### config.mk
export PLATFORM = sky130hd
export DESIGN_NAME = ring_readout_ctrl
export DESIGN_NICKNAME = d
export VERILOG_FILES = /design/src/rtl/replica_pkg.sv /design/src/rtl/readout_fifo.sv /design/src/rtl/ring_readout_ctrl.sv
export SDC_FILE = /design/constraint.sdc
export NUM_CORES = 1
export LEC_CHECK = 0
export BUFFER_PORTS_ARGS = -buffer_cell sky130_fd_sc_hd__buf_4
export CORE_ASPECT_RATIO = 0.7
export CORE_MARGIN = 10
export CORE_UTILIZATION = 61
export DETAILED_ROUTE_END_ITERATION = 6
export GPL_TIMING_DRIVEN = 0
export PLACE_DENSITY_LB_ADDON = 0.05
export SLEW_MARGIN = 20
export SYNTH_ARGS = -nofsm -noshare
export SYNTH_HDL_FRONTEND = slang
export SYNTH_SLANG_ARGS = --single-unit
### constraint.sdc
create_clock -name clk -period 7.8 [get_ports clk]
set_input_delay 1.56 -clock clk [delete_from_list [all_inputs] [get_ports clk]]
set_output_delay 1.56 -clock clk [all_outputs]
set_load 0.05 [all_outputs]
### src/rtl/replica_pkg.sv
// Shared types and defaults for the replica ring readout path.
package replica_pkg;

    localparam int unsigned node_num = 16;
    localparam int unsigned city_div = 4;

    typedef enum logic {
        ORDERING = 1'b0,
        DISTANCE = 1'b1
    } readout_mode_t;

    typedef enum logic [1:0] {
        ST_IDLE  = 2'd0,
        ST_SHIFT = 2'd1,
        ST_DRAIN = 2'd2
    } readout_state_t;

    // Number of words a readout produces for the given mode.
    function automatic int unsigned readout_words(input readout_mode_t m,
                                                  input int unsigned nodes,
                                                  input int unsigned wpr);
        return (m == DISTANCE) ? nodes : nodes * wpr;
    endfunction

endpackage

### src/rtl/readout_fifo.sv
// First-word-fall-through FIFO with synchronous flush; head is zero when empty.
module readout_fifo #(
    parameter int unsigned DEPTH = 4,
    parameter int unsigned WIDTH = 65,
    localparam int unsigned CW   = $clog2(DEPTH + 1)
) (
    input  logic             clk,
    input  logic             reset,
    input  logic             flush,
    input  logic             push,
    input  logic [WIDTH-1:0] push_data,
    input  logic             pop,
    output logic [WIDTH-1:0] head_data,
    output logic             not_empty,
    output logic             full,
    output logic [CW-1:0]    count
);

    localparam int unsigned AW = $clog2(DEPTH);

    logic [WIDTH-1:0] mem [DEPTH];
    logic [AW-1:0]    wr_ptr_q;
    logic [AW-1:0]    rd_ptr_q;
    logic [CW-1:0]    count_q;
    logic [CW-1:0]    count_d;
    logic             not_empty_q;
    logic             full_q;
    logic             do_push;
    logic             do_pop;

    // A push into a full FIFO is only taken when the head leaves in the same cycle.
    always_comb begin
        do_pop  = pop & not_empty_q;
        do_push = push & (~full_q | do_pop);
        count_d = count_q + CW'(do_push) - CW'(do_pop);
    end

    // Pointers, occupancy and status flags.
    always_ff @(posedge clk or posedge reset) begin
        if (reset) begin
            wr_ptr_q    <= '0;
            rd_ptr_q    <= '0;
            count_q     <= '0;
            not_empty_q <= 1'b0;
            full_q      <= 1'b0;
        end else if (flush) begin
            wr_ptr_q    <= '0;
            rd_ptr_q    <= '0;
            count_q     <= '0;
            not_empty_q <= 1'b0;
            full_q      <= 1'b0;
        end else begin
            if (do_push) wr_ptr_q <= wr_ptr_q + AW'(1);
            if (do_pop)  rd_ptr_q <= rd_ptr_q + AW'(1);
            count_q     <= count_d;
            not_empty_q <= (count_d != '0);
            full_q      <= (count_d == CW'(DEPTH));
        end
    end

    // Storage array; contents are don't-care until written.
    always_ff @(posedge clk) begin
        if (do_push && !flush) mem[wr_ptr_q] <= push_data;
    end

    assign head_data = not_empty_q ? mem[rd_ptr_q] : '0;
    assign not_empty = not_empty_q;
    assign full      = full_q;
    assign count     = count_q;

endmodule

### src/rtl/ring_readout_ctrl.sv
// Drives one bank's ring shift, captures the returning words and buffers them for the reader.
module ring_readout_ctrl
    import replica_pkg::*;
#(
    parameter int unsigned NODE_NUM      = node_num,
    parameter int unsigned BANK_NUM      = 2,
    parameter int unsigned WORDS_PER_REP = city_div,
    parameter int unsigned FIFO_DEPTH    = 4,
    parameter int unsigned DATA_W        = 64,
    localparam int unsigned BSEL_W       = (BANK_NUM > 1) ? $clog2(BANK_NUM) : 1
) (
    input  logic                           clk,
    input  logic                           reset,
    input  logic                           start,
    input  logic [BSEL_W-1:0]              bank_sel,
    input  logic                           mode,
    input  logic                           abort,
    output logic                           busy,
    output logic [BANK_NUM-1:0]            shift,
    input  logic [BANK_NUM-1:0]            in_valid,
    input  logic [BANK_NUM-1:0][DATA_W-1:0] in_data,
    output logic                           rd_valid,
    output logic [DATA_W-1:0]              rd_data,
    output logic                           rd_last,
    input  logic                           rd_ready,
    output logic                           done
);

    localparam int unsigned N_MAX = NODE_NUM * WORDS_PER_REP;
    localparam int unsigned CNT_W = $clog2(N_MAX + 1);
    localparam int unsigned FCW   = $clog2(FIFO_DEPTH + 1);
    localparam int unsigned OCC_W = FCW + 1;
    localparam int unsigned ENT_W = DATA_W + 1;

    readout_state_t      state_q, state_d;
    logic                busy_q;
    logic                done_q;
    logic [BANK_NUM-1:0] shift_q;
    logic                cap_q;
    logic [BSEL_W-1:0]   bank_q;
    logic [BSEL_W-1:0]   last_bank_q;
    logic [CNT_W-1:0]    n_q;
    logic [CNT_W-1:0]    shift_cnt_q;
    logic [CNT_W-1:0]    push_cnt_q;
    logic                err_miss_q;

    logic                accept;
    logic                shift_go;
    logic                flush;
    logic                done_d;
    logic                shift_ok;
    logic [OCC_W-1:0]    occ_next;
    logic [BSEL_W-1:0]   shift_bank;
    logic [CNT_W-1:0]    n_sel;
    logic                push_last;

    logic [ENT_W-1:0]    push_ent;
    logic [ENT_W-1:0]    head_ent;
    logic                fifo_not_empty;
    logic                fifo_full;
    logic [FCW-1:0]      fifo_count;

    // Occupancy after this edge plus the capture already in flight must leave room for a new shift.
    always_comb begin
        occ_next = OCC_W'(fifo_count) + OCC_W'(cap_q) + OCC_W'(|shift_q)
                 - OCC_W'(fifo_not_empty & rd_ready);
        shift_ok = (occ_next < OCC_W'(FIFO_DEPTH));
        n_sel    = CNT_W'(readout_words(readout_mode_t'(mode), NODE_NUM, WORDS_PER_REP));
        push_last = ((push_cnt_q + CNT_W'(1)) == n_q);
        push_ent  = {push_last, in_data[bank_q]};
    end

    // Next-state and control decode; the first shift goes out together with the accepted start.
    always_comb begin
        state_d    = state_q;
        accept     = 1'b0;
        shift_go   = 1'b0;
        flush      = 1'b0;
        done_d     = 1'b0;
        shift_bank = bank_q;
        case (state_q)
            ST_IDLE: begin
                if (start && !done_q) begin
                    accept     = 1'b1;
                    shift_go   = 1'b1;
                    shift_bank = bank_sel;
                    state_d    = (n_sel == CNT_W'(1)) ? ST_DRAIN : ST_SHIFT;
                end
            end
            ST_SHIFT: begin
                if (abort) begin
                    flush   = 1'b1;
                    done_d  = 1'b1;
                    state_d = ST_IDLE;
                end else if (shift_ok) begin
                    shift_go = 1'b1;
                    if ((shift_cnt_q + CNT_W'(1)) == n_q) state_d = ST_DRAIN;
                end
            end
            ST_DRAIN: begin
                if (abort) begin
                    flush   = 1'b1;
                    done_d  = 1'b1;
                    state_d = ST_IDLE;
                end else if (!(|shift_q) && !cap_q && !fifo_not_empty) begin
                    done_d  = 1'b1;
                    state_d = ST_IDLE;
                end
            end
            default: state_d = ST_IDLE;
        endcase
    end

    // State, registered outputs and readout bookkeeping.
    always_ff @(posedge clk or posedge reset) begin
        if (reset) begin
            state_q     <= ST_IDLE;
            busy_q      <= 1'b0;
            done_q      <= 1'b0;
            shift_q     <= '0;
            cap_q       <= 1'b0;
            bank_q      <= '0;
            last_bank_q <= '0;
            n_q         <= '0;
            shift_cnt_q <= '0;
            push_cnt_q  <= '0;
            err_miss_q  <= 1'b0;
        end else begin
            state_q <= state_d;
            busy_q  <= (state_d != ST_IDLE);
            done_q  <= done_d;
            shift_q <= shift_go ? (BANK_NUM'(1) << shift_bank) : '0;
            cap_q   <= (|shift_q) & ~flush;
            if (accept) begin
                bank_q      <= bank_sel;
                last_bank_q <= bank_sel;
                n_q         <= n_sel;
                shift_cnt_q <= CNT_W'(1);
                push_cnt_q  <= '0;
                err_miss_q  <= 1'b0;
            end else begin
                if (shift_go) shift_cnt_q <= shift_cnt_q + CNT_W'(1);
                if (cap_q && !flush) begin
                    push_cnt_q <= push_cnt_q + CNT_W'(1);
                    if (!in_valid[bank_q]) err_miss_q <= 1'b1;
                end
            end
        end
    end

    readout_fifo #(
        .DEPTH (FIFO_DEPTH),
        .WIDTH (ENT_W)
    ) u_fifo (
        .clk       (clk),
        .reset     (reset),
        .flush     (flush),
        .push      (cap_q & ~flush),
        .push_data (push_ent),
        .pop       (rd_ready),
        .head_data (head_ent),
        .not_empty (fifo_not_empty),
        .full      (fifo_full),
        .count     (fifo_count)
    );

    assign busy     = busy_q;
    assign shift    = shift_q;
    assign done     = done_q;
    assign rd_valid = fifo_not_empty;
    assign rd_data  = head_ent[DATA_W-1:0];
    assign rd_last  = head_ent[DATA_W];

endmodule

Word level (Yosys, flattened, before mapping):

Memory sizes are Yosys's and may differ from the RTL's.
Cells that the tools add are included.

* memory bits (writable): 260
* output and inout bits: 70
* logic and storage cells: 98
* register bits: 38
* input bits: 137
* memories kept: 1

Memories
* u_fifo.mem: depth 4, bits a word 65, read ports 1, clocked after Yosys merged registers in 0, wr ports 1, RTL line readout_fifo.sv:21 `logic [WIDTH-1:0] mem [DEPTH];`

* reductions and logical operators: 19
* $add $sub $neg: 9
* order comparisons: 2
* equality and inequality tests: 6
* mux-type cells: 38
* bitwise logic cells: 8
* shift-type cells: 1

Operators with widths (count)
* two-way mux 64 bit: 2
* two-way mux 65 bit: 1
* two-way mux 7 bit: 5
* two-way mux 2 bit: 12
* adder 7 x 1 -> 7 bit (second input constant): 2
* == test 7 bit: 2
* two-way mux 1 bit: 14
* nonzero test 2 bit: 5
* == test 7 x 1 -> 1 bit (second input constant): 1
* case mux 2 bit (3 select lines): 1
* bitwise AND 1 bit: 5
* logical AND 1 bit: 5
* zero test 1 bit: 5
* adder 2 x 1 -> 2 bit (second input constant): 2
* adder 3 x 1 -> 4 bit: 1
* adder 4 x 1 -> 4 bit: 1
* < comparator 4 x 3 -> 1 bit (second input constant): 1
* case mux 1 bit (2 select lines): 2
* OR reduction 2 bit: 2
* subtractor 4 x 1 -> 4 bit: 1
* adder 3 x 1 -> 3 bit: 1
* == test 3 bit (second input constant): 1
* two-way mux 3 bit: 1
* nonzero test 3 bit: 1
* 8 further kinds: 9

Longest topological paths before layout:

Gate-level depths: netlist of run 1.

* depth in word-level cells: 10
* mapped depth: 10
* gate-level depth less buffers: 10

Modules after synthesis:

From an unflattened synthesis of run 1, not the netlist that was laid out.

* cell total of the unflattened synthesis: 687
* area total of the unflattened synthesis: 12619.6 µm²

By module, submodules not included
* readout_fifo: area an instance 10376.2 µm², cells each 461, times used 1, seq. area each 8032.7 µm²
* ring_readout_ctrl: area an instance 2243.4 µm², cells each 226, times used 1, seq. area each 600.6 µm²

Worst setup path after synthesis of run 1:

No wires, ideal clock.

* kind: input-to-reg
* from: in abort
* to: mem u_fifo.mem[0][0] (enable)
* required time: 7370 ps
* arrival time: 3739 ps
* cell stages on the path: 4
* setup slack: 3631 ps
* library setup time: 430 ps
* path buffers: 0
* cells stage by stage: nand2_1 > nand2_1 > a21oi_1 > and2_1

* longest elaborated chain between the ends: 8
* elaborated cells between the ends (all ways): 9
* those cells by class: mux (4); bitwise (3); reduce/logical (2)

RTL lines
* from (decl): RTL line ring_readout_ctrl.sv:17 `input logic abort,`
* two-way mux 1 bit *: RTL line ring_readout_ctrl.sv:91, ring_readout_ctrl.sv:101
* two-way mux 1 bit *
* inverter 1 bit: RTL line ring_readout_ctrl.sv:158 `.push (cap_q & ~flush),`
* bitwise AND 1 bit: RTL line ring_readout_ctrl.sv:158
* bitwise AND 1 bit: RTL line readout_fifo.sv:34 `do_push = push & (~full_q | do_pop);`
* logical AND 1 bit *: RTL line readout_fifo.sv:63 `if (do_push && !flush) mem[wr_ptr_q] <= push_data;`
* two-way mux 1 bit *: RTL line readout_fifo.sv:63
* two-way mux 1 bit (implied by the code) *: RTL line readout_fifo.sv:63
* to (decl): RTL line readout_fifo.sv:21

Mark *: on every way between the ends. The rest lies on a longest branch, timed or not.

Worst setup path after layout of run 1:

* from: reg u_fifo.rd_ptr_q[0]
* to: out rd_data[56]

* longest elaborated chain between the ends: 2

RTL lines
* from (decl): RTL line readout_fifo.sv:23 `logic [AW-1:0] rd_ptr_q;`
* from (signal assigned): RTL line readout_fifo.sv:54 `if (do_pop) rd_ptr_q <= rd_ptr_q + AW'(1);`
* memory (4 x 65 bit)
* two-way mux 65 bit: RTL line readout_fifo.sv:66 `assign head_data = not_empty_q ? mem[rd_ptr_q] : '0;`
* to (decl): RTL line ring_readout_ctrl.sv:23 `output logic [DATA_W-1:0] rd_data,`

No other way between the ends.

==> summary.txt, run 1 <==
Run status
  • Outcome: completed

Place
  • Number of port buffers: roughly 200
  • Half-perimeter wire length after placement: 17920 microns
  • Worst-case setup slack after placement: between 3000 and 4000 ps
  • Weighted congestion at the end of routability-driven global placement: about 0.81
  • Cells after DPL: roughly 1200
  • Placed standard-cell area: between 0.01 and 0.015 sq mm

Worst setup path
  • Delay contributed by the slowest stage of the critical path: between 500 and 600 ps
  • CP startpoint kind: flop
  • Worst reg2reg path depth: 9
  • Type of the worst setup path: reg -> out
  • Crit end category: output port
  • Reg-to-reg critical path startpoint: u_fifo.not_empty
  • CP dominant cell by count: sky130_fd_sc_hd__buf_4
  • Termination of the worst setup path: rd_data[56]
  • Worst reg2reg endpoint: busy
  • Arrival time of data at the critical path endpoint: around 2600 ps
  • Minimum setup slack among reg-to-reg paths: about 4600 ps
  • Worst path slowest cell: sky130_fd_sc_hd__mux4_2
  • Crit Path Max Fanout: 10
  • Startpoint of the most critical setup path: u_fifo.rd_ptr_q[0]
  • Data required time of the critical path: about 6200 ps
  • Critical-path cell list: clkbuf_1, buf_4, buf_2, mux4_2, and2_1, buf_4

Clocking
  • CTS max path bufs: 3
  • Number of setup buffers added after CTS: 0
  • TritonCTS buffer count: 27
  • Cts repair resizes: 0
  • Depth of the CTS H-tree: 1
  • CTS tree: yes
  • Sinks on the clock net: 293
  • Skew-Pair Late Insertion Delay: about 520 ps
  • Cell at the root of the clock tree: sky130_fd_sc_hd__clkbuf_16
  • Post-cts hold buffer count: 0
  • Clk slew on worst S/H paths: approximately 70 ps

Pwr
  • Leakage power figure: between 0.005 and 0.006 uW
  • Sw power: 2216 uW
  • Pwr Density: 387.5 mW/mm^2
  • Switching Fraction: approximately 37%
  • Design internal power: 3699 uW
  • Sequential fraction of design power: 35.4%
  • Max rail drop VDD: 0.2435 mV
  • Clock share of power: a little over a fifth
  • Power share of the combinational group: 42.9%

Route
  • Vias/cell: ~5.8
  • Detailed Routing Iterations Pass 1: 4
  • Final routed DRC violation total: 0
  • DR vias: 6959
  • Antenna-violating nets left: 0
  • Wire length reported by the detailed router: 26970 microns
  • Average wire per cell in the routed design: 22.29 microns
  • Number of DRC markers after the initial detailed-route iteration: ~430

Global routing
  • Remaining Overflow, GRT: 0
  • Total routing resource utilization after global routing: between 10% and 20%
  • Number of antenna violations at the first check in global routing: 0
  • Largest net degree at the start of global routing: 49
  • Via count of the first global-routing pass: roughly 7400
  • Global-route wire length before repair: between 40000 and 50000 microns

Floorplan
  • Area inside the core boundary: between 0.015 and 0.02 sq mm
  • Area enclosed by the die boundary: 0.02655 sq mm
  • Core Rows: between 40 and 50
  • Initial Util: 62.38%
  • Total I/O pin count: 207
  • Chip width: approximately 190 microns
  • Y dimension of the die: between 100 and 150 microns

STA
  • Accumulated negative setup slack: 0 ps
  • RSZ-0062 raised after global routing: false
  • Min Tclk post-route: around 4200 ps
  • Setup violations, final: 0
  • Achievable Freq: 238.4 MHz
  • Pin slew with the least headroom to its limit: between 900 and 1000 ps
  • Tightest hold margin: ~550 ps
  • Worst max-slew margin expressed relative to the limit: between 30% and 40%
  • Pins Over Slew Limit: 0
  • Final critical-path setup slack: between 3000 and 4000 ps
  • Fin crit share: 53.78%
  • Worst clock skew: roughly 18 ps
  • Number of endpoints with negative hold slack in the final report: 0

Synth
  • Netlist area before placement: 0.01242 sq mm
  • Cell taking the most area after synthesis: sky130_fd_sc_hd__edfxtp_1
  • Seq/Total Area, Yosys: 69.53%
  • Yosys synthesis warning count: 0
  • Proportion of synthesized flip-flops having asynchronous set or reset: a little under an eighth
  • Post-synth top area share: a little over three fifths
  • Synth Net Count: 836
  • Number of flops mapped to enable cells by yosys: 260
  • Distinct cells, synth: between 40 and 50
  • Flip-flop cell with the highest count after synthesis: sky130_fd_sc_hd__edfxtp_1
  • Cells after Synth: around 680
  • Top post-synthesis cells by area: sky130_fd_sc_hd__edfxtp_1 (63%), sky130_fd_sc_hd__mux4_2 (12%), sky130_fd_sc_hd__dfrtp_1 (6.7%)
  • Post-Synthesis Mean Instance Area: around 18 sq um
  • #FFs+latches synth: just under 300

Final layout
  • Layout Cells excl Fill: 1210
  • Area of all placed cells without fillers: 0.01527 sq mm
  • Relative area change from synthesis to final layout: 22.94%
  • Net count reported at finish: roughly 1100
  • Diode count: 0
  • Fraction of final layout cells with drive strength greater than 1: a little over two fifths

Run
  • Number of max-cap violations: 0

Hold path
  • Min-delay src: u_fifo.wr_ptr_q[0]
  • Hold/Removal Path Class: reg -> reg
-- through the flow --
stage               total power [uW]  util [%]
global placement                4584     71.77
detailed placement              4666     72.37
global route                    6176     76.69
finish                          5915     76.69
CTS                             5963     76.69
floorplan                       3904         -
-- final cells by class --
class | instances | area, sq um
plain buffers | 34 | 143.9
inverters | 11 | 41.29
clock inverters | 14 | 147.6
well taps | 270 | 337.8
repair buffers | 208 | 1642
flip-flops and latches | 293 | 8633
fillers | 1167 | 4641
multi-input cells | 346 | 3608
clock buffers | 34 | 711.9
-- worst max-delay path: cells and delay by family, from the launching register on --
family / cells / cell delay (ps)
multiplexers: 1 / 560
buffers and inverters: 4 / 1030
flip-flops: 1 / 320
AND/OR/NAND/NOR: 1 / 210
-- synthesized netlist by cell type (2+ instances only) --
cell type                  instances
sky130_fd_sc_hd__a21oi_1          11
sky130_fd_sc_hd__and3_1            2
sky130_fd_sc_hd__dfrtp_1          33
sky130_fd_sc_hd__nand2_1          28
sky130_fd_sc_hd__buf_1             4
sky130_fd_sc_hd__nor3b_1           3
sky130_fd_sc_hd__mux2i_1           2
sky130_fd_sc_hd__ha_1             14
sky130_fd_sc_hd__nand3_1           7
sky130_fd_sc_hd__nor2_1           12
sky130_fd_sc_hd__xor2_1           13
sky130_fd_sc_hd__xnor2_1           6
sky130_fd_sc_hd__clkbuf_1         21
sky130_fd_sc_hd__nor2b_1           3
sky130_fd_sc_hd__buf_4             2
sky130_fd_sc_hd__and2_1           73
sky130_fd_sc_hd__buf_2             7
sky130_fd_sc_hd__o21ai_0           9
sky130_fd_sc_hd__edfxtp_1        260
sky130_fd_sc_hd__mux2_2           64
sky130_fd_sc_hd__nand4_1           5
sky130_fd_sc_hd__nor3_1            7
sky130_fd_sc_hd__or3_1             4
sky130_fd_sc_hd__inv_1            11
sky130_fd_sc_hd__mux4_2           65
-- power by group through the flow --
stage               clock [uW]  combinational, uW  sequential, uW
global placement             0               2460            2120
detailed placement           0               2540            2120
floorplan                    0               1770            2140
finish                    1280               2540            2090
CTS                       1300               2570            2090
global route              1360               2700            2110
-- layer usage --
| layer | vias up | GRT usage [%] | part of all wire, % |
|---|---|---|---|
| met5 | - | 0 | 0 |
| met4 | 0 | 4.835 | 2.2 |
| met3 | 48 | 4.818 | 8.2 |
| met2 | 285 | 32.00 | 48 |
| met1 | 3490 | 26.91 | 41 |
| li1 | 3136 | - | - |
-- registers in the layout, indices dropped and copies added, names as in the netlist --
signal            count
state_q               2
shift                 2
shift_cnt_q           7
u_fifo.mem          260
cap_q                 1
busy                  1
push_cnt_q            7
u_fifo.count          3
u_fifo.full           1
bank_q                1
u_fifo.rd_ptr_q       2
u_fifo.not_empty      1
done                  1
u_fifo.wr_ptr_q       2
n_q                   2
-- layout by cell type, fill, tap and decap left out, drive strengths merged, types with 11 or more instances in the layout --
cell / synthesis / layout
dfrtp: 33 / 33
inv: 11 / 11
mux4: 65 / 65
ha: 14 / 14
mux2: 64 / 64
a21oi: 11 / 11
nand2: 28 / 28
buf: 13 / 221
edfxtp: 260 / 260
and2: 75 / 75
clkbuf: 21 / 55
xor2: 13 / 13
nor2: 12 / 12
-- logic make-up after synthesis --
| group | share of synthesized area (%) |
|---|---|
| AOI/OAI and AO/OA | 1.612 |
| xor gates and xnor gates | 1.340 |
| adders and majority gates | 1.572 |
| buffers and inverters | 1.491 |
| DFF | 69.53 |
| muxes | 17.75 |
| and+or+nand+nor | 6.701 |
-- worst min path at each step --
stage                                    end  slack (ps)  depth (start not counted)
after floorplan           u_fifo.wr_ptr_q[0]         500                          1
after global placement    u_fifo.wr_ptr_q[0]         520                          1
after detailed placement  u_fifo.wr_ptr_q[0]         550                          1
after CTS                 u_fifo.wr_ptr_q[0]         550                          1
after global routing      u_fifo.wr_ptr_q[0]         580                          1
final                     u_fifo.wr_ptr_q[0]         550                          1
(Power assumes the default switching activity.)
==> run 2: changes to the inputs <==
--- a/config.mk
+++ b/config.mk
@@ -5,10 +5,11 @@
 export SDC_FILE = /design/constraint.sdc
 export NUM_CORES = 1
 export LEC_CHECK = 0
+export ABC_AREA = 1
 export BUFFER_PORTS_ARGS = -buffer_cell sky130_fd_sc_hd__buf_4
 export CORE_ASPECT_RATIO = 0.7
 export CORE_MARGIN = 10
-export CORE_UTILIZATION = 61
+export CORE_UTILIZATION = 57
 export DETAILED_ROUTE_END_ITERATION = 6
 export GPL_TIMING_DRIVEN = 0
 export PLACE_DENSITY_LB_ADDON = 0.05
==> constraint.sdc (replaced) <==
create_clock -name clk -period 4.2 [get_ports clk]
set_input_delay 0.84 -clock clk [delete_from_list [all_inputs] [get_ports clk]]
set_output_delay 0.84 -clock clk [all_outputs]
set_load 0.05 [all_outputs]
==> summary.txt, run 2 <==
Floorplan
  • Area enclosed by the die boundary: 0.02867 sq mm
  • Core Rows: 45
  • Area inside the core boundary: ~0.022 sq mm
  • Initial Util: slightly below 60%
  • Y dimension of the die: 144.7 microns
  • Chip width: ~200 microns
  • Total I/O pin count: slightly above 200

Synth
  • Cell taking the most area after synthesis: sky130_fd_sc_hd__edfxtp_1
  • Proportion of synthesized flip-flops having asynchronous set or reset: between 10% and 20%
  • Post-synthesis compound-gate area fraction: a little under a tenth
  • #FFs+latches synth: slightly below 300
  • Adder-cell area share of the yosys netlist: roughly 1.5%
  • Most frequent cell after synthesis: sky130_fd_sc_hd__nor2_1
  • Post-Synthesis Mean Instance Area: around 12 sq um
  • Main combinational cell family by area after synthesis: simple AND/OR/NAND/NOR gates
  • Netlist area before placement: ~0.013 sq mm
  • Number of flops mapped to enable cells by yosys: 260
  • Post-synthesis simple-gate area fraction: a little under an eighth
  • Seq/Total Area, Yosys: around two thirds
  • Cells after Synth: 1077
  • Top cell types by occurrence after synthesis: sky130_fd_sc_hd__nor2_1 (283), sky130_fd_sc_hd__edfxtp_1 (260), sky130_fd_sc_hd__o21ai_0 (126)
  • Xor and xnor area share after synthesis: less than 1%
  • Yosys synthesis warning count: 0
  • Distinct cells, synth: 32
  • Flip-flop cell with the highest count after synthesis: sky130_fd_sc_hd__edfxtp_1
  • Top post-synthesis cells by area: sky130_fd_sc_hd__edfxtp_1 (62%), sky130_fd_sc_hd__nor2_1 (8.4%), sky130_fd_sc_hd__dfrtp_1 (6.5%)
  • Post-synth top area share: roughly 62%
  • Synth Net Count: roughly 1200
  • Mux contribution to synthesized area: between 5 and 6%

Clocking
  • Sinks on the clock net: approximately 290
  • Depth of the CTS H-tree: 1
  • Clk slew on worst S/H paths: ~60 ps
  • Number of setup buffers added after CTS: 0
  • Cell at the root of the clock tree: sky130_fd_sc_hd__clkbuf_16
  • Skew-Pair Late Insertion Delay: between 500 and 600 ps
  • CTS tree: yes
  • Post-cts hold buffer count: 0
  • CTS max path bufs: 3
  • Cts repair resizes: 0
  • TritonCTS buffer count: 27

Final layout
  • Diode count: 0
  • Relative area change from synthesis to final layout: 23.71%
  • Count of filler cells inserted in the layout: approximately 1500
  • Fraction of final layout cells with drive strength greater than 1: around 28%
  • Net count reported at finish: approximately 1500
  • Register ranked first by flip-flop count: u_fifo.mem
  • Max FFs per register: 260
  • Most common library cell in the layout ignoring fill and taps: sky130_fd_sc_hd__nor2_1
  • Register area: around 0.0086 sq mm
  • Regs by FF count: u_fifo.mem (260), push_cnt_q (7), shift_cnt_q (7)
  • Multi-input combinational cell area: between 0.003 and 0.004 sq mm
  • Finished Core Util: 71.90%
  • Commonest cells after routing, fill and taps aside: sky130_fd_sc_hd__nor2_1 (279), sky130_fd_sc_hd__edfxtp_1 (260), sky130_fd_sc_hd__buf_4 (205)

Pwr
  • Total power: about 12000 uW
  • Max rail drop VDD: 0.4920 mV
  • Design internal power: 6809 uW
  • Pwr Density: a little under 800 mW/mm^2
  • Switching Fraction: between 40% and 50%
  • Sw power: 5305 uW
  • Leakage power figure: between 0.006 and 0.007 uW
  • Sequential fraction of design power: between 30% and 40%
  • Clock share of power: 19.3%
  • Power share of the combinational group: between 40% and 50%

Place
  • Weighted congestion at the end of routability-driven global placement: around 0.80
  • Half-perimeter wire length after placement: 21070 microns
  • Number of port buffers: approximately 200

Worst setup path
  • CP startpoint kind: flop
  • Arrival time of data at the critical path endpoint: around 2600 ps
  • Type of the worst setup path: reg -> out
  • Data required time of the critical path: about 3400 ps
  • Minimum setup slack among reg-to-reg paths: around 1100 ps
  • Crit Path Max Fanout: 10
  • Startpoint of the most critical setup path: u_fifo.not_empty
  • Crit end category: output port
  • Reg-to-reg critical path startpoint: state_q[0]

Global routing
  • Via count of the first global-routing pass: approximately 8900
  • Remaining Overflow, GRT: 0
  • Largest net degree at the start of global routing: 34
  • Global-route wire length before repair: 47600 microns
  • Number of antenna violations at the first check in global routing: 0
  • Total routing resource utilization after global routing: 21.19%

STA
  • Achievable Freq: 287.7 MHz
  • Number of endpoints with negative hold slack in the final report: 0
  • RSZ-0062 raised after global routing: false
  • Tightest hold margin: 415.2 ps
  • Pin slew with the least headroom to its limit: about 800 ps
  • Fin crit share: between 80% and 90%
  • Pins Over Slew Limit: 0
  • Min Tclk post-route: 3476 ps
  • Worst max-slew margin expressed relative to the limit: between 40 and 50%
  • Setup violations, final: 0
  • Worst clock skew: roughly 13 ps
  • Accumulated negative setup slack: 0 ps

Run
  • Number of max-cap violations: 0

Route
  • Average wire per cell in the routed design: between 15 and 20 microns
  • DR vias: between 8000 and 9000
  • Number of DRC markers after the initial detailed-route iteration: ~700
  • Detailed Routing Iterations Pass 1: 5
  • Wire length reported by the detailed router: a little over 30000 microns
  • Final routed DRC violation total: 0
  • Vias/cell: around 5.5
  • Antenna-violating nets left: 0

Run status
  • Outcome: completed

Hold path
  • Hold/Removal Path Class: in -> async
==> run 2: changes by cell type after synthesis, sizes merged, moves of 4 or more <==
cell	previous run	this run
a21oi	11	73
and2	75	0
buf	13	33
clkbuf	21	25
inv	11	51
mux4	65	0
nand2	28	46
nand3	7	18
nor2	12	288
o21ai	9	141
o22ai	0	6
or3	4	0
xnor2	6	0
xor2	13	8
==> run 2: power groups by stage <==
stage	logic, uW	registers, uW	clock network [uW]
6_report	5870	3900	2340
3_5_place_dp	5860	3960	0
5_1_grt	6310	3940	2480
2_1_floorplan	3880	4020	0
4_1_cts	5900	3900	2360
3_3_place_gp	5690	4000	0
==> run 2: final timing paths <==
check	cells after the start	endpoint
setup reg to reg	10	u_fifo.mem[2][44]
hold / removal	2	shift_cnt_q[5]
min in group clk	1	push_cnt_q[0]
hold reg to reg	1	push_cnt_q[0]
setup / recovery	5	rd_data[15]
max in group asynchronous	2	u_fifo.wr_ptr_q[1]
==> run 2: final cells by class <==
cell class / instances / area share, %
buffer: 58 / 1.669
clock buffer: 34 / 4.480
clock inverter: 16 / 0.8546
inverter: 51 / 1.222
multi-input combinational: 675 / 23.03
sequential: 293 / 55.11
tap: 282 / 2.252
timing repair buffer: 215 / 11.39
==> run 2: logic make-up (layout without fill, tap and decap cells) <==
family	count (synthesis)	after routing
AOI/OAI and AO/OA	226	226
xor gates and xnor gates	8	8
adders and majority gates	15	15
buffers and inverters	109	374
DFF	293	293
muxes	64	64
and+or+nand+nor	362	362
==> run 2: layer usage <==
layer  GRT usage (%)  vias to the layer above  part of all wire, %
li1                -                     4257                    -
met1           28.85                     4270                   43
met2           33.73                      337                   46
met3           4.706                       47                  8.0
met4           5.968                        0                  2.2
met5               0                        -                    0
==> run 2: through the flow <==
stage | cells | worst slack (ps) | area [sq um]
final | 1624 | 724.0 | 15670
after global routing | 1624 | 673.2 | 15670
after CTS | 1624 | 756.5 | 15670
after detailed placement | 1574 | 897.8 | 14830
after global placement | 1563 | -2891 | 14550
after floorplan | 1077 | -386.8 | 12660
==> run 2: worst max-delay path, stage by stage (launching register included) <==
cell and delay [ps]:
sky130_fd_sc_hd__dfrtp_1 460, sky130_fd_sc_hd__inv_1 130, sky130_fd_sc_hd__clkbuf_1 570, sky130_fd_sc_hd__clkbuf_1 550, sky130_fd_sc_hd__a21oi_1 150, sky130_fd_sc_hd__buf_4 240
==> run 3: changes to the inputs <==
==> constraint.sdc (replaced) <==
create_clock -name clk -period 3.24 [get_ports clk]
set_input_delay 0.648 -clock clk [delete_from_list [all_inputs] [get_ports clk]]
set_output_delay 0.648 -clock clk [all_outputs]
set_load 0.05 [all_outputs]
==> summary.txt, run 3 (same netlist as run 2, synthesis figures left out) <==
STA
  • Setup violations, final: 0
  • Number of endpoints with negative hold slack in the final report: 0
  • Pin slew with the least headroom to its limit: between 600 and 700 ps
  • Accumulated negative setup slack: 0 ps
  • Final critical-path setup slack: just over 90 ps
  • Min Tclk post-route: ~3100 ps
  • RSZ-0062 raised after global routing: true
  • Pins Over Slew Limit: 0
  • Worst max-slew margin expressed relative to the limit: 54.41%
  • Fin crit share: roughly 97%
  • Tightest hold margin: 215.2 ps
  • Achievable Freq: ~320 MHz
  • Worst clock skew: 13.42 ps

Route
  • Detailed Routing Iterations Pass 1: 5
  • Vias/cell: ~5.4
  • DR vias: between 8000 and 9000
  • Wire length reported by the detailed router: a little over 30000 microns
  • Antenna-violating nets left: 0
  • Number of DRC markers after the initial detailed-route iteration: roughly 640
  • Final routed DRC violation total: 0
  • Average wire per cell in the routed design: 18.92 microns

Global routing
  • Via count of the first global-routing pass: approximately 8600
  • Global-route wire length before repair: 47020 microns
  • Met2 Resource Use GR: 32.71%
  • Number of antenna violations at the first check in global routing: 0
  • Fraction of met3 tracks used by global routing: approximately 4.5%
  • Grt met1 use: 29.62%
  • Busiest layer in global routing: met2
  • Remaining Overflow, GRT: 0
  • Largest net degree at the start of global routing: 34
  • Total routing resource utilization after global routing: 21.04%

Run
  • Number of max-cap violations: 0

Final layout
  • Fraction of final layout cells with drive strength greater than 1: 27.65%
  • Max FFs per register: 260
  • Net count reported at finish: 1475
  • Regs by FF count: u_fifo.mem (260), push_cnt_q (7), shift_cnt_q (7)
  • Most common library cell in the layout ignoring fill and taps: sky130_fd_sc_hd__nor2_1
  • Finished Core Util: 72.02%
  • Register ranked first by flip-flop count: u_fifo.mem
  • Relative area change from synthesis to final layout: 23.92%
  • Count of filler cells inserted in the layout: approximately 1600
  • Area of all placed cells without fillers: roughly 0.016 sq mm
  • Diode count: 0
  • Commonest cells after routing, fill and taps aside: sky130_fd_sc_hd__nor2_1 (279), sky130_fd_sc_hd__edfxtp_1 (260), sky130_fd_sc_hd__buf_4 (206)

Place
  • Half-perimeter wire length after placement: 20890 microns
  • Weighted congestion at the end of routability-driven global placement: about 0.81
  • Number of port buffers: around 200
  • Placed standard-cell area: approximately 0.015 sq mm
  • Worst-case setup slack after placement: between 150 and 200 ps

Worst setup path
  • Type of the worst setup path: reg -> out
  • CP startpoint kind: flop
  • Delay contributed by the slowest stage of the critical path: about 400 ps
  • Number of buffer and inverter instances along the worst setup path: 5
  • Worst path slowest cell: sky130_fd_sc_hd__clkbuf_1
  • Arrival time of data at the critical path endpoint: between 2000 and 3000 ps
  • Critical-path cell list: buf_2, inv_2, buf_4, clkbuf_1, o21ai_0, a21oi_1, buf_4
  • Data required time of the critical path: around 2600 ps
  • CP dominant cell by count: sky130_fd_sc_hd__buf_4
  • Worst path top cell family by delay: buffers and inverters
  • Crit end category: output port
  • Crit Path Max Fanout: 10

Clocking
  • Skew-Pair Late Insertion Delay: ~540 ps
  • CTS max path bufs: 3
  • Cell at the root of the clock tree: sky130_fd_sc_hd__clkbuf_16
  • Depth of the CTS H-tree: 1
  • Clk slew on worst S/H paths: ~60 ps
  • CTS tree: yes
  • TritonCTS buffer count: 28
  • Post-cts hold buffer count: 0
  • Sinks on the clock net: 293

Floorplan
  • Y dimension of the die: 144.7 microns
  • Core Rows: between 40 and 50
  • Initial Util: between 50 and 60%
  • Area inside the core boundary: approximately 0.022 sq mm
  • Chip width: slightly below 200 microns
  • Total I/O pin count: approximately 210
  • Area enclosed by the die boundary: around 0.029 sq mm

Hold path
  • Hold/Removal Path Class: in -> async

Pwr
  • Leakage power figure: ~0.006 uW
  • Pwr Density: 996.9 mW/mm^2
  • Max rail drop VDD: slightly above 0.6 mV

Run status
  • Outcome: completed
==> run 3: cell types whose count changed in the layout (fill, tap and decap cells not counted), sizes merged <==
cell and change:
clkbuf +7, inv -1, clkinvlp -1, bufinv -1
clkinv -6, buf +2
==> run 3: cell type report <==
| class | count | area [sq um] | share of cell area, % |
|---|---|---|---|
| buffer | 57 | 265.3 | 1.690 |
| clock buffer | 42 | 774.5 | 4.935 |
| clock inverter | 7 | 56.30 | 0.3588 |
| inverter | 51 | 191.4 | 1.220 |
| multi-input combinational | 675 | 3607 | 22.99 |
| sequential | 293 | 8633 | 55.01 |
| tap | 282 | 352.8 | 2.248 |
| timing repair buffer | 217 | 1812 | 11.55 |
==> run 3: stage by stage <==
| step | total power, uW | cells |
|---|---|---|
| after floorplan | 10220 | 1077 |
| after global placement | 12520 | 1563 |
| after detailed placement | 12690 | 1575 |
| after CTS | 15690 | 1624 |
| after global routing | 16480 | 1624 |
| final | 15640 | 1624 |
==> run 3: timing repair <==
item	in CTS	in global routing
buffers inserted	0	1
endpoints found under the setup margin	0	46
gates resized for setup	0	10
==> run 3: per-layer routing <==
metal | wire length [microns] | vias to the layer above
li1 | - | 4259
met1 | 13720 | 4162
met2 | 13910 | 328
met3 | 2497 | 49
met4 | 603 | 0
met5 | 0 | -
==> run 3: final timing paths <==
path / start / endpoint / slack [ps] / depth (start not counted)
setup / recovery: u_fifo.rd_ptr_q[0] / rd_data[3] / 90 / 7
hold / removal: reset / shift_cnt_q[0] / 220 / 2
setup reg to reg: state_q[0] / u_fifo.mem[3][53] / 290 / 9
hold reg to reg: push_cnt_q[0] / push_cnt_q[0] / 510 / 1
max in group asynchronous: reset / done / 2580 / 2
min in group clk: mode / n_q[4] / 370 / 3
==> run 3: power by group <==
part / switching, uW / internal [uW] / leakage [uW]
sequential: 164 / 4890 / 0.00278
combinational: 5310 / 2250 / 0.00284
clock: 1310 / 1720 / 0.000403
